$ cat config.mk
export PLATFORM = sky130hd
export DESIGN_NAME = alu_issue_ctrl
export DESIGN_NICKNAME = d
export VERILOG_FILES = /design/src/rtl/alu_issue_ctrl.sv
export SDC_FILE = /design/constraint.sdc
export NUM_CORES = 1
export LEC_CHECK = 0
export CORE_ASPECT_RATIO = 1.2
export CORE_MARGIN = 5
export CORE_UTILIZATION = 36
export DETAILED_ROUTE_END_ITERATION = 7
export PLACE_DENSITY = 0.74
export SYNTH_ARGS = -nofsm -noshare
export SYNTH_HDL_FRONTEND = slang
export SYNTH_SLANG_ARGS = --single-unit
$ cat constraint.sdc
create_clock -name core_clk -period 3 [get_ports core_clk]
set_input_delay 0.3 -clock core_clk [delete_from_list [all_inputs] [get_ports core_clk]]
set_output_delay 0.3 -clock core_clk [all_outputs]
set_load 0.02 [all_outputs]
$ cat src/rtl/alu_issue_ctrl.sv
`timescale 1ns / 1ps
// -----------------------------------------------------------------------------
// alu_issue_ctrl
//
// Issue/capture controller sitting directly upstream of the EX-stage ALU/divider.
// Accepts one operation at a time from ID (valid/ready) and registers the operator
// and operands that drive the ALU. It keeps the ALU enabled until the result is
// available: one cycle for ordinary ops, or until alu_ready_i for the divide class.
// The result is captured into an output register that feeds writeback over a
// second valid/ready handshake.
//
// Optional feature macro: ALU_ISSUE_TIMEOUT_EN
//   When this macro is defined, a watchdog aborts a divide after TIMEOUT_CYCLES
//   EXEC cycles. The aborted op returns result 32'hFFFF_FFFF with wb_err_o = 1.
//   When the macro is undefined, a divide waits indefinitely and wb_err_o is
//   always 0.
//
// Ports:
//   core_clk, rst                 clock, asynchronous active-high reset
//   id_valid_i / id_ready_o       ID handshake
//   id_operator_i, id_operand_*_i operation from ID
//   alu_enable_o, alu_operator_o,
//   alu_operand_*_o, alu_ex_ready_o   registered drive into the ALU
//   alu_result_i, alu_comparison_result_i, alu_ready_i   ALU responses
//   wb_valid_o / wb_ready_i       writeback handshake
//   wb_result_o, wb_cmp_o, wb_err_o   captured result, comparison flag, abort flag
//   busy_o                        controller not idle
// -----------------------------------------------------------------------------
module alu_issue_ctrl #(
  parameter int unsigned OPCODE_W       = 7,
  parameter int unsigned TIMEOUT_CYCLES = 64
) (
  input  logic                core_clk,
  input  logic                rst,
  input  logic                id_valid_i,
  output logic                id_ready_o,
  input  logic [OPCODE_W-1:0] id_operator_i,
  input  logic [31:0]         id_operand_a_i,
  input  logic [31:0]         id_operand_b_i,
  output logic                alu_enable_o,
  output logic [OPCODE_W-1:0] alu_operator_o,
  output logic [31:0]         alu_operand_a_o,
  output logic [31:0]         alu_operand_b_o,
  output logic                alu_ex_ready_o,
  input  logic [31:0]         alu_result_i,
  input  logic                alu_comparison_result_i,
  input  logic                alu_ready_i,
  output logic                wb_valid_o,
  input  logic                wb_ready_i,
  output logic [31:0]         wb_result_o,
  output logic                wb_cmp_o,
  output logic                wb_err_o,
  output logic                busy_o
);

  typedef enum logic [1:0] {IDLE, EXEC, HOLD} state_e;

  state_e              state_q, state_d;
  logic [OPCODE_W-1:0] op_q, op_d;
  logic [31:0]         a_q, a_d, b_q, b_d, res_q, res_d;
  logic                cmp_q, cmp_d, err_q, err_d;
  logic                en_q, en_d, wbv_q, wbv_d, busy_q, busy_d;
  logic                accept, is_div, timeout;

  // HOLD can accept a new op in the same edge that retires the old result.
  assign id_ready_o = (state_q == IDLE) || ((state_q == HOLD) && wb_ready_i);
  assign accept     = id_valid_i && id_ready_o;
  // DIVU, DIV, REMU and REM share the operator prefix 5'b01100.
  assign is_div     = (op_q[6:2] == 5'b01100);

`ifdef ALU_ISSUE_TIMEOUT_EN
  localparam int unsigned CNT_W = $clog2(TIMEOUT_CYCLES + 1);
  logic [CNT_W-1:0] cnt_q, cnt_d;

  // cnt_q holds the number of completed EXEC cycles. The watchdog therefore
  // fires in the cycle that would make the count reach TIMEOUT_CYCLES.
  // A simultaneous alu_ready_i takes priority over the abort.
  assign timeout = (state_q == EXEC) && is_div && !alu_ready_i &&
                   (cnt_q == CNT_W'(TIMEOUT_CYCLES - 1));

  always_comb begin
    cnt_d = cnt_q;
    if (accept) begin
      cnt_d = '0;
    end else if ((state_q == EXEC) && is_div) begin
      cnt_d = cnt_q + 1'b1;
    end
  end

  always_ff @(posedge core_clk or posedge rst) begin
    if (rst) cnt_q <= '0;
    else     cnt_q <= cnt_d;
  end
`else
  logic unused_timeout_cfg;
  assign unused_timeout_cfg = (TIMEOUT_CYCLES > 0);
  assign timeout            = 1'b0;
`endif

  always_comb begin
    state_d = state_q;
    op_d    = op_q;
    a_d     = a_q;
    b_d     = b_q;
    res_d   = res_q;
    cmp_d   = cmp_q;
    err_d   = err_q;

    case (state_q)
      IDLE: begin
        if (accept) state_d = EXEC;
      end
      EXEC: begin
        if (!is_div || alu_ready_i) begin
          res_d   = alu_result_i;
          cmp_d   = alu_comparison_result_i;
          err_d   = 1'b0;
          state_d = HOLD;
        end else if (timeout) begin
          res_d   = 32'hFFFF_FFFF;
          cmp_d   = 1'b0;
          err_d   = 1'b1;
          state_d = HOLD;
        end
      end
      HOLD: begin
        if (wb_ready_i) state_d = id_valid_i ? EXEC : IDLE;
      end
      default: state_d = IDLE;
    endcase

    // The operator and operands are loaded only on an ID handshake.
    // Otherwise they hold their values.
    if (accept) begin
      op_d = id_operator_i;
      a_d  = id_operand_a_i;
      b_d  = id_operand_b_i;
    end

    // The status outputs are registered as decodes of the next state.
    en_d   = (state_d == EXEC);
    wbv_d  = (state_d == HOLD);
    busy_d = (state_d != IDLE);
  end

  always_ff @(posedge core_clk or posedge rst) begin
    if (rst) begin
      state_q <= IDLE;
      op_q    <= '0;
      a_q     <= '0;
      b_q     <= '0;
      res_q   <= '0;
      cmp_q   <= 1'b0;
      err_q   <= 1'b0;
      en_q    <= 1'b0;
      wbv_q   <= 1'b0;
      busy_q  <= 1'b0;
    end else begin
      state_q <= state_d;
      op_q    <= op_d;
      a_q     <= a_d;
      b_q     <= b_d;
      res_q   <= res_d;
      cmp_q   <= cmp_d;
      err_q   <= err_d;
      en_q    <= en_d;
      wbv_q   <= wbv_d;
      busy_q  <= busy_d;
    end
  end

  assign alu_enable_o    = en_q;
  assign alu_ex_ready_o  = en_q;
  assign alu_operator_o  = op_q;
  assign alu_operand_a_o = a_q;
  assign alu_operand_b_o = b_q;
  assign wb_valid_o      = wbv_q;
  assign wb_result_o     = res_q;
  assign wb_cmp_o        = cmp_q;
  assign wb_err_o        = err_q;
  assign busy_o          = busy_q;

endmodule

==> impl_metrics.json <==
{
  "status": "completed",
  "fin_skew_ns": 0.00643,
  "routabilityCongestion": 0.739,
  "clock_sinks": 109,
  "io_pins": 219,
  "multiInputGateArea_um2": 1560,
  "post-route-period-util": 0.647,
  "synth_edf_count": 0,
  "nFillCells": 956,
  "drtIter0Drc": 51,
  "vias": 2795,
  "yosysMostFrequentCell": "dfrtp_1",
  "drv_slew": 0,
  "clk-insertion-delay-late_ns": 0.34,
  "ir_drop_mv": 0.549,
  "cts_tree": "yes",
  "hold_viol": 0,
  "drc": 0,
  "hold_class": "in2async",
  "synth_cell_types": 17,
  "start_util": 0.367,
  "num_rows": 44,
  "synthToLayoutAreaGrowth_pct": 58.5,
  "hold_buffers": 0,
  "end_kind": "output port",
  "crit_type": "reg2out",
  "synthTopCellsByArea": "dfrtp_1 62%, mux2_4 23%, mux2_2 9.2%",
  "syn-num-nets": 352,
  "yosysWarningCount": 0,
  "final_layout_size_suffix_gt1_frac": 0.266,
  "postSynthAreaPerCell_um2": 18.2,
  "cts_root_buf": "clkbuf_16",
  "cts_setup_buffers": 0,
  "num_antenna_cells": 0,
  "critical_path.startpoint": "state_q[1]$_DFF_PP0_",
  "synth_cells": 243,
  "drt-total-wl_um": 11200,
  "rsz0062_at_grt": "no",
  "grt_pass1_vias": 3189,
  "holdWs_ns": 0.349,
  "rr_startpoint": "state_q[1]$_DFF_PP0_",
  "die_w_um": 111,
  "setup_viol": 0,
  "synth_seq_cells": 109,
  "relSlewSlack": 0.617,
  "cts_resized": 0,
  "cts_max_path_buffers": 2,
  "seq_area_frac_synth": 0.617,
  "grt_max_degree": 74,
  "antenna_found_initial": 0,
  "vias_per_cell": 4.45,
  "port_buffers": 217,
  "p_leak_nw": 3.00,
  "grt_pass1_wl_um": 17600,
  "synth_commonest_cells": "109 x dfrtp_1, 68 x mux2_4, 36 x mux2_2",
  "cp_data_required_time_ns": 2.70,
  "p_per_area_nw_per_um2": 1080,
  "cap_violations": 0,
  "fmax_ghz": 0.515,
  "setup_tns_ns": 0,
  "dp_hpwl_um": 8470,
  "nets": 571,
  "die_y_um": 131,
  "tightest_slew_ns": 0.575,
  "grt.overflow.total": 0,
  "cp.arrival_ns": 1.64,
  "dominantRegCellSynth": "dfrtp_1",
  "netlist.top_cell.by_area": "dfrtp_1",
  "drt_pass1_iterations": 4,
  "yosys.area.top_type_share": 0.617,
  "fin_crit_ns": 1.94,
  "clkSlewWorstSetupHoldPaths_ns": 0.07,
  "async_flop_share": 1.00,
  "dieArea_um2": 14600,
  "startpoint_type": "flip-flop",
  "crit_fanout": 6,
  "htreeDepth": 3,
  "regArea_um2": 2730,
  "drtAntennaViolNets": 0,
  "avgRoutedWirePerCell_um": 17.8,
  "grt_util_all_layers": 0.152,
  "core_um2": 12100,
  "syn_area_um2": 4420,
  "cts_made_buffers": 9
}
[routing by layer]
| layer | share of wire | vias to the layer above | GRT usage | wire length [um] |
|---|---|---|---|---|
| met5 | 0 | - | 0 | 0 |
| met4 | 0.019 | 0 | 0.0534 | 217 |
| met3 | 0.074 | 15 | 0.0570 | 826 |
| met2 | 0.52 | 117 | 0.266 | 5860 |
| met1 | 0.38 | 1382 | 0.170 | 4280 |
| li1 | - | 1281 | - | - |
[area by class of cell]
class,count,share of cell area
Sequential cell,109,0.389
Timing Repair Buffer,221,0.318
Multi-Input combinational cell,120,0.222
Clock buffer,15,0.0368
Tap cell,161,0.0287
Clock inverter,1,0.00428
Inverter,1,0.00107
[critical path, cell delays in order (launching register included)]
cell             delay (ns)
dfrtp_1                0.44
nor2b_4                0.17
nor2_1                 0.08
clkdlybuf4s50_1        0.62
[kinds of logic after synthesis]
logic type,synth area share
muxes,0.323
other,0.000848
buffers and inverters,0.0323
and+or+nand+nor,0.0150
DFF,0.617
AOI/OAI and AO/OA,0.0122
[metrics by stage]
stage,util,setup WS [ns],cell area [um2],total power [W],std cells
after global routing,0.581,0.946,7010,0.00795,628
after global placement,0.557,0.899,6720,0.00639,612
after detailed placement,0.557,0.846,6720,0.00648,612
final,0.581,1.06,7010,0.00758,628
after CTS,0.581,1.03,7010,0.00769,628
after floorplan,-,1.38,4420,0.00469,243
[sequential cells by signal (all words and copies together), names as in the netlist]
| register | count |
|---|---|
| alu_enable_o | 1 |
| wb_valid_o | 1 |
| alu_operator_o | 7 |
| alu_operand_a_o | 32 |
| busy_o | 1 |
| wb_cmp_o | 1 |
| state_q | 2 |
| alu_operand_b_o | 32 |
| wb_result_o | 32 |
[report_power, final]
group | total (W) | internal, W | switching [W] | leakage, nW
logic | 0.00384 | 0.00218 | 0.00166 | 1.59
clock network | 0.00117 | 0.000673 | 0.000494 | 0.138
registers | 0.00257 | 0.00216 | 0.000402 | 1.27
total | 0.00758 | 0.00502 | 0.00256 | 3.00
[path summary, 6_finish.rpt]
kind	depth (start not counted)	endpoint	slack, ns
worst max-delay path	3	id_ready_o	1.06
worst min register to register	1	wb_result_o[17]$_DFFE_PP0P_	0.51
min in group core_clk	1	wb_result_o[17]$_DFFE_PP0P_	0.51
max in group asynchronous	3	wb_result_o[30]$_DFFE_PP0P_	1.91
worst max register to register	4	alu_operand_b_o[5]$_DFFE_PP0P_	1.18
worst min-delay path	2	alu_operand_b_o[19]$_DFFE_PP0P_	0.35
[cells in the final DEF, fill, tap and decap left out]
master and count:
a21oi_4 1, clkbuf_1 5, clkdlybuf4s50_1 217, o21ai_0 1, a2bb2oi_1 2, nand2b_1 1
and4bb_2 1, a21o_1 2, mux2_2 36, dfrtp_1 109, nor2_1 4, clkinvlp_4 1
clkbuf_8 1, buf_4 2, bufinv_16 1, and3_1 1, nor2b_4 1, clkbuf_16 9
nor3b_4 1, conb_1 1, mux2_4 68, buf_12 2
Power figures use the tool's default switching activity.
